[config.mk]
export PLATFORM = sky130hd
export DESIGN_NAME = sample_accum_seq
export DESIGN_NICKNAME = d
export VERILOG_FILES = /design/src/rtl/sample_accum_seq.sv
export SDC_FILE = /design/constraint.sdc
export NUM_CORES = 1
export LEC_CHECK = 0
export BUFFER_PORTS_ARGS = -buffer_cell sky130_fd_sc_hd__buf_2
export CAP_MARGIN = 25
export CORE_AREA = 2 2 72 57
export CTS_CLUSTER_SIZE = 20
export DETAILED_ROUTE_END_ITERATION = 7
export DIE_AREA = 0 0 74 59
export PLACE_DENSITY_LB_ADDON = 0.05
export SYNTH_ARGS = -nofsm -noshare
export SYNTH_HDL_FRONTEND = slang
export SYNTH_SLANG_ARGS = --single-unit
[constraint.sdc]
create_clock -name clk -period 3.9 [get_ports clk]
set_clock_uncertainty 0.2 [all_clocks]
set_input_delay 0.78 -clock clk [delete_from_list [all_inputs] [get_ports clk]]
set_output_delay 0.78 -clock clk [all_outputs]
set_load 0.005 [all_outputs]
[src/rtl/sample_accum_seq.sv]
// Accumulates N_SAMPLES unsigned 8-bit samples into a 16-bit total by driving one
// external 8-bit adder twice per sample (low byte, then high byte with carry).
module sample_accum_seq #(
    parameter int N_SAMPLES = 4
) (
    input  logic        clk,
    input  logic        rst,
    input  logic        clear,
    input  logic        in_valid,
    output logic        in_ready,
    input  logic [7:0]  in_data,
    output logic [7:0]  add_a,
    output logic [7:0]  add_b,
    output logic        add_cin,
    input  logic [7:0]  add_s,
    input  logic        add_cout,
    output logic        out_valid,
    input  logic        out_ready,
    output logic [15:0] out_sum,
    output logic        out_ovf
);

    localparam int CNT_W = $clog2(N_SAMPLES + 1);

    typedef enum logic [1:0] {
        IDLE,
        ADD_LO,
        ADD_HI,
        DONE
    } state_t;

    state_t             state;
    state_t             state_nxt;
    logic [15:0]        acc;
    logic [CNT_W-1:0]   count;
    logic               carry_reg;
    logic               ovf;
    logic [7:0]         sample_reg;
    logic               last_sample;

    assign last_sample = (count == CNT_W'(N_SAMPLES - 1));

    always_ff @(posedge clk) begin
        if (rst || clear) begin
            state <= IDLE;
        end else begin
            state <= state_nxt;
        end
    end

    always_comb begin
        state_nxt = state;
        in_ready  = 1'b0;
        add_a     = 8'h00;
        add_b     = 8'h00;
        add_cin   = 1'b0;
        out_valid = 1'b0;
        out_sum   = 16'h0000;
        out_ovf   = 1'b0;
        case (state)
            IDLE: begin
                in_ready = 1'b1;
                if (in_valid) begin
                    state_nxt = ADD_LO;
                end
            end
            ADD_LO: begin
                add_a     = acc[7:0];
                add_b     = sample_reg;
                state_nxt = ADD_HI;
            end
            ADD_HI: begin
                // High byte only absorbs the carry from the low-byte add.
                add_a     = acc[15:8];
                add_cin   = carry_reg;
                state_nxt = last_sample ? DONE : IDLE;
            end
            DONE: begin
                out_valid = 1'b1;
                out_sum   = acc;
                out_ovf   = ovf;
                if (out_ready) begin
                    state_nxt = IDLE;
                end
            end
            default: state_nxt = IDLE;
        endcase
    end

    always_ff @(posedge clk) begin
        if (rst || clear) begin
            acc        <= 16'h0000;
            count      <= '0;
            carry_reg  <= 1'b0;
            ovf        <= 1'b0;
            sample_reg <= 8'h00;
        end else begin
            case (state)
                IDLE: begin
                    if (in_valid) begin
                        sample_reg <= in_data;
                    end
                end
                ADD_LO: begin
                    acc[7:0]  <= add_s;
                    carry_reg <= add_cout;
                end
                ADD_HI: begin
                    acc[15:8] <= add_s;
                    ovf       <= ovf | add_cout;
                    count     <= last_sample ? '0 : count + CNT_W'(1);
                end
                DONE: begin
                    if (out_ready) begin
                        acc       <= 16'h0000;
                        ovf       <= 1'b0;
                        carry_reg <= 1'b0;
                    end
                end
                default: ;
            endcase
        end
    end

endmodule

# [Yosys cells after proc, flatten, opt, wreduce, memory -nomap -nowiden]
# Index checks and enable logic that the tools add are counted.
# Widths: inputs -> output; s select.
[classes] addsub=1 n_eq_ne=6 n_mux=18 bitwise=1 n_reduce_logical=8
[op_table] op="$pmux 8 s2" n=3
[op_table] op="$mux 16" n=2
[op_table] op="$mux 8" n=1
[op_table] op="$pmux 2 s4" n=1
[op_table] op="$reduce_and 2->1" n=4
[op_table] op="$mux 2" n=3
[op_table] op="$mux 1" n=5
[op_table] op="$eq 2x2->1 const B" n=2
[op_table] op="$ne 2x2->1 const B" n=2
[op_table] op="$pmux 1 s2" n=2
[op_table] op="$reduce_bool 2->1" n=2
[op_table] op="$add 3x1->3 const B" n=1
[op_table] op="$eq 3x2->1 const B" n=1
[op_table] op="$mux 3" n=1
[op_table] op="$eq 2x1->1 const B" n=1
[op_table] op="$logic_not 2->1" n=1
[op_table] op="$logic_or 1x1->1" n=1
[op_table] op="$or 1x1->1" n=1
[totals] register_bits=31 in_bits=22 out_inout_bits=36 word_cells=41

# [Longest topological paths before layout]
# Gate-level depths: netlist of the first run.
[logic_depth] depth_word=3 ltp_mapped=7 mapped_depth_nobuf=5

# [Least setup slack after synthesis of the first run]
# Ideal clock, no wire load.
[synth_timing] path_type="register to output" start="reg state[0]" end="out out_sum[10]" arrival_time_ns=1.177 required_time_ns=2.920 slack_ns=1.743 path_stages_with_launch=5 n_path_buf=2 path_cell_list="dfxtp_1 > ha_1 > buf_6 > clkbuf_1 > and2_1"
[synth_via] elab_chain_len=2
[synth_rtl] element="from (decl)" line="32" source="state_t state;"
[synth_rtl] element="from (signal assigned)" line="47" source="state <= state_nxt;"
[synth_rtl] element="$eq 2x2->1" line="60" source="case (state)"
[synth_rtl] element="$mux 16" line="60"
[synth_rtl] element="to (decl)" line="19" source="output logic [15:0] out_sum,"
# Every way passes these cells.

# [Final worst setup path of the first run]
[layout_timing] start="reg state[1]" end="out add_a[7]"
[layout_via] elab_chain_len=2 word_cells_on_any_way=3 cone_classes="2 x eq/ne; 1 x mux"
[layout_rtl] element="$eq 2x2->1 / $eq 2x1->1 (equally long branches)" line="60"
[layout_rtl] element="$pmux 8 s2 (*)" line="60"
[layout_rtl] element="to (decl)" line="12" source="output logic [7:0] add_a,"
# Every way passes the cells marked *; elsewhere a longest branch is shown, timed or not.

==> metrics.txt, run 1 <==
Fin. Hold Viols=0; worst path bufs/invs=2; Row Count=19; Final Power=around 0.63 mW; CP Capture Type=output pin; GR met1 Demand/Resource=a little under a quarter; Slew @ Worst Pin=0.814 ns; WL/cell=roughly 14 um; post-route insts no fill=284; top_reg_cell synth=dfxtp_1; RD Place Congestion=slightly above 0.7; DP Cell Count=~280; Data arrival, critical path=1.77 ns; Post-DP Area=0.00186 mm^2; full die area=approximately 0.0044 mm^2; Mapped Nets=207; final core area utilization=a little over half; Setup CP Type=reg2out; post-synthesis sequential area ratio=approximately two fifths; largest net degree at the start of global routing=32; max FFs per register=16; Root Buffer=clkbuf_8; maximum vdd drop=around 0.23 mV; status=complete, no violations; relative slew slack=a little under half; DRC violations left=0; I/O Buffers=57; Sink Count=31; Iter 0 DRT Violations=59; hold_buf cts=0; crit path max fanout=18; nets=between 200 and 300; post-route cell area=between 0.0015 and 0.002 mm^2; TritonCTS clock tree=built; Clk pin slew, worst setup/hold paths=~0.060 ns; RSZ-0062 raised after global routing=false; Leak=around 0.83 nW; core area=0.00359 mm^2; share of layout cells above drive strength 1=32.3%; Inserted Clock Buffers=5; Clock Latency Late Sink=~0.28 ns; flops & latches, synth=31; max incr delay on CP=a little under 0.6 ns; Top Usage Layer GRT=met2; top cell type by total area after synthesis=dfxtp_1; Critical Path Start Type=flop; most frequent cell after synthesis=dfxtp_1; routed vias=about 1500; htree depth=2; synthesized instance count=roughly 180; drt pass-1 iters=4; DP Wirelength=2830 um; delay-heaviest family, CP=adder cells; height of the die=roughly 59 um; ANT nets after route=0; ranking of synthesized cells by area=dfxtp_1 (39%), and2_1 (10%), a22oi_1 (8.6%); Mean Syn Cell Area=8.80 um^2; Synthesis Warnings=0; CTS Buffer Depth=2; FFs w/ async S/R, synth=0%; starting density of the core=a little over two fifths; Final Cycle Share=between 70% and 80%; final WL=between 3000 and 4000 um; first-pass GRT wire length=about 6300 um; fin. max-slew vios=0; Resize count post-CTS=0; number of setup buffers added after CTS=0; Setup violations, final=0; Post-synth EDFFs=0; synth cell count leaders=dfxtp_1 (31), and2_1 (26), a22oi_1 (18); max-cap viol count=0; crit path cell chain=inv_1 -> ha_1 -> a22oi_1 -> nor2b_1 -> buf_2; GRT Total Usage=between 15 and 20%; initial antenna violation count=0; global routing usage on met3=4.93%; post-synth top area share=around two fifths; GRT overflow=0; data required time of the worst path=slightly below 3 ns; pwr/cell area=around 320 mW/mm^2; grt met2 use=31.3%; Cell Area, Synth=0.00158 mm^2; setup TNS=0 ns; max frequency=around 0.36 GHz; Worst path slowest cell=ha_1; Die W=roughly 74 um; post-synth cell types=26; drt via density=~5.3; Syn-to-layout area delta=24.9%; HP Class=reg2reg; minimum clock period=2.75 ns; antenna diode count=0; number of global-route vias before repair=1387; I/O pin cnt=58
## worst reg2reg max path, delay by kind of cell (launching register included)
family	cells	cell delay, ns
fa+ha+maj	1	0.59
simple gates	2	0.79
compound gates	1	0.20
buf+inv	1	0.12
flops	1	0.34
## final timing paths
| kind | from | to | slack (ns) | cells past startpoint |
|---|---|---|---|---|
| max | state[1] | add_a[7] | 1.15 | 5 |
| min | count[2] | count[2] | 0.25 | 2 |
| max reg2reg | state[1] | acc[7] | 1.59 | 5 |
| min reg2reg | count[2] | count[2] | 0.25 | 2 |
## cells in the final DEF, fill, tap and decap left out
cell       n
nand3_1    9
mux2i_4    1
clkinv_2   1
nor2_1    17
nand2b_1   5
buf_2     57
clkbuf_8   5
buf_16     1
a22oi_1   18
a31o_1     1
a21oi_1   12
and2_1    26
inv_1      3
and2b_1    1
nand4_1    1
clkbuf_1   2
or2_1      1
nor2_2     1
nor3b_1    1
nor2b_1    9
a22oi_2    8
nand2_1   10
a211oi_1   1
dfxtp_1   31
mux2i_2    1
nand3b_1   3
ha_1       6
## cell families after synthesis
kind of cell / share of synthesized area (%)
AOI/OAI and AO/OA: 19.8
and+or+nand+nor: 28.8
muxes: 2.30
DFF: 39.4
buffers and inverters: 5.00
adders and majority gates: 4.77
## metrics by stage
stage | hold WS, ns | setup WS (ns)
6_report | 0.251 | 1.15
2_1_floorplan | 0.212 | 1.74
3_3_place_gp | 0.225 | 1.50
4_1_cts | 0.248 | 1.11
3_5_place_dp | 0.240 | 1.43
5_1_grt | 0.270 | 0.976
## power breakdown
group	switching (mW)	internal, mW	leakage [nW]
combinational	0.0368	0.0265	0.534
sequential	0.00377	0.322	0.251
clock	0.115	0.125	0.0422
total	0.156	0.474	0.827
## layout make-up
cell class | instances | area, um^2
inverters | 3 | 11.3
multi-input cells | 132 | 876
clock buffers | 7 | 76.3
repair buffers | 58 | 313
clock inverters | 1 | 5.00
fillers | 348 | 1620
flip-flops and latches | 31 | 621
well taps | 52 | 65.1
## metal layers
layer,vias up,part of all wire (%)
met5,-,0
met2,60,44
li1,721,-
met1,699,47
met4,0,2.8
met3,12,6.5
(Power assumes the default switching activity.)
==> run 2: changes to the inputs <==
==> constraint.sdc (replaced) <==
create_clock -name clk -period 2.81 [get_ports clk]
set_clock_uncertainty 0.2 [all_clocks]
set_input_delay 0.562 -clock clk [delete_from_list [all_inputs] [get_ports clk]]
set_output_delay 0.562 -clock clk [all_outputs]
set_load 0.005 [all_outputs]
==> run 2 against run 1 <==
  * Global-route usage shrank 0.18 points
  * Via count shrank 3.0%
  * Sequential share of layout area shrank 0.24 points
  * Power grew 38%
  * Sequential power grew 39%
  * First-iteration DRC count grew 27%
  * Cell area grew 0.76%
  * Count of clock-buffer cells in the layout is the same
  * Die area is the same
  * Hold slack lost 0.016 ns
  * Sequential cell count is the same
  * Clock power grew 36%
==> metrics.txt, run 2 (synthesis gave the netlist of run 1 again) <==
commonest non-fill, non-tap cell in the layout=buf_2; minimum clock period=approximately 2.5 ns; max incr delay on CP=0.60 ns; FF/Latch Area=~620 um^2; setup TNS=0 ns; Top Layer Used=met4; DP Wirelength=between 2000 and 3000 um; Final Power=0.869 mW; CP Capture Type=output pin; Row Count=19; Reg2Reg Launch Point=state[1]; share of layout cells above drive strength 1=around a third; Syn-to-layout area delta=25.8%; data required time of the worst path=2.05 ns; crit path cell chain=inv_1 -> ha_1 -> a22oi_1 -> nor2b_1 -> buf_2; I/O Buffers=57; RSZ-0062 raised after global routing=false; relative slew slack=approximately 56%; hold path depth=2; Resize count post-CTS=0; fin. max-slew vios=0; Worst Hold Launch=count[2]; area of the multi-input gates=876 um^2; final WL=a little under 4000 um; I/O pin cnt=58; HP Class=reg2reg; Die W=roughly 74 um; Setup violations, final=0; Root Buffer=clkbuf_8; post-route insts no fill=about 290; number of setup buffers added after CTS=0; worst reg2reg path depth=5; Data arrival, critical path=about 1.8 ns; pwr/cell area=approximately 440 mW/mm^2; GRT overflow=0; met3 routed WL=around 320 um; core area=0.00359 mm^2; first-pass GRT wire length=between 6000 and 7000 um; RD Place Congestion=0.710; number of global-route vias before repair=1302; initial antenna violation count=0; delay-heaviest family, CP=adder cells; height of the die=around 60 um; Fin. Hold Viols=0; max-cap viol count=0; crit path max fanout=18; cell count along the critical path=5; ANT nets after route=0; Leak=between 0.8 and 0.9 nW; Critical Path Start Type=flop; full die area=roughly 0.0044 mm^2; WL/cell=~14 um; routed vias=about 1400; Setup CP Type=reg2out; antenna diode count=0; most frequent cells in the layout=buf_2 (57), dfxtp_1 (31), and2_1 (26); Inserted Clock Buffers=5; max frequency=between 0.3 and 0.4 GHz; htree depth=2; Clk pin slew, worst setup/hold paths=~0.06 ns; drt pass-1 iters=4; DP Cell Count=between 200 and 300; final worst setup slack=0.267 ns; hold_buf cts=0; nets=approximately 260; DRC violations left=0; max FFs per register=16; Iter 0 DRT Violations=75; worst path bufs/invs=2; GRT Total Usage=between 10% and 20%; Final Cycle Share=90.5%; drt via density=a little over 5; Clock Latency Late Sink=0.28 ns; Fillers=around 350; largest net degree at the start of global routing=32; status=complete, no violations; CTS Buffer Depth=2; worst slack, placed=roughly 0.56 ns; Sink Count=31; Slew @ Worst Pin=0.666 ns; maximum vdd drop=about 0.26 mV; Crit. Startpoint=state[1]; Worst path slowest cell=ha_1; met2 wire length=~1800 um; met1 wire length=approximately 1800 um; starting density of the core=a little over two fifths; TritonCTS clock tree=built
[run 2: changes by cell type in the layout (fill, tap and decap cells not counted), sizes merged]
cell	previous run	this run
buf	58	60
[run 2: path summary, 6_finish.rpt]
kind | endpoint | slack [ns]
min | count[2] | 0.23
max | add_a[3] | 0.27
min reg2reg | count[2] | 0.23
max reg2reg | carry_reg | 0.78
[run 2: power by group]
part           leakage (nW)  switching (mW)  internal, mW  total, mW
Combinational         0.544          0.0508        0.0379     0.0887
Clock                0.0422           0.154         0.173      0.327
Sequential            0.251         0.00525         0.447      0.453
[run 2: final cells by class]
cell class | count | area share, %
clock buffers | 7 | 3.85
flip-flops and latches | 31 | 31.3
well taps | 52 | 3.28
inverters | 3 | 0.568
multi-input cells | 132 | 44.2
repair buffers | 60 | 16.5
clock inverters | 1 | 0.253
[run 2: stage by stage]
step | utilization [%] | hold WS [ns] | instance area, um^2
3_3_place_gp | 52.2 | 0.226 | 1870
4_1_cts | 54.4 | 0.237 | 1950
5_1_grt | 55.2 | 0.270 | 1980
2_1_floorplan | - | 0.212 | 1580
6_report | 55.2 | 0.235 | 1980
3_5_place_dp | 52.2 | 0.229 | 1870
[run 2: worst reg2reg max path: stages, from the launching register on]
cell and delay, ns:
dfxtp_1 0.34, inv_1 0.13, ha_1 0.60, mux2i_2 0.34, a22oi_1 0.24, nor2_1 0.06
[run 2: layer usage]
layer / track usage (%) / vias to the layer above
met5: 0 / -
met3: 7.14 / 6
li1: - / 722
met2: 30.5 / 54
met4: 5.71 / 0
met1: 24.6 / 665
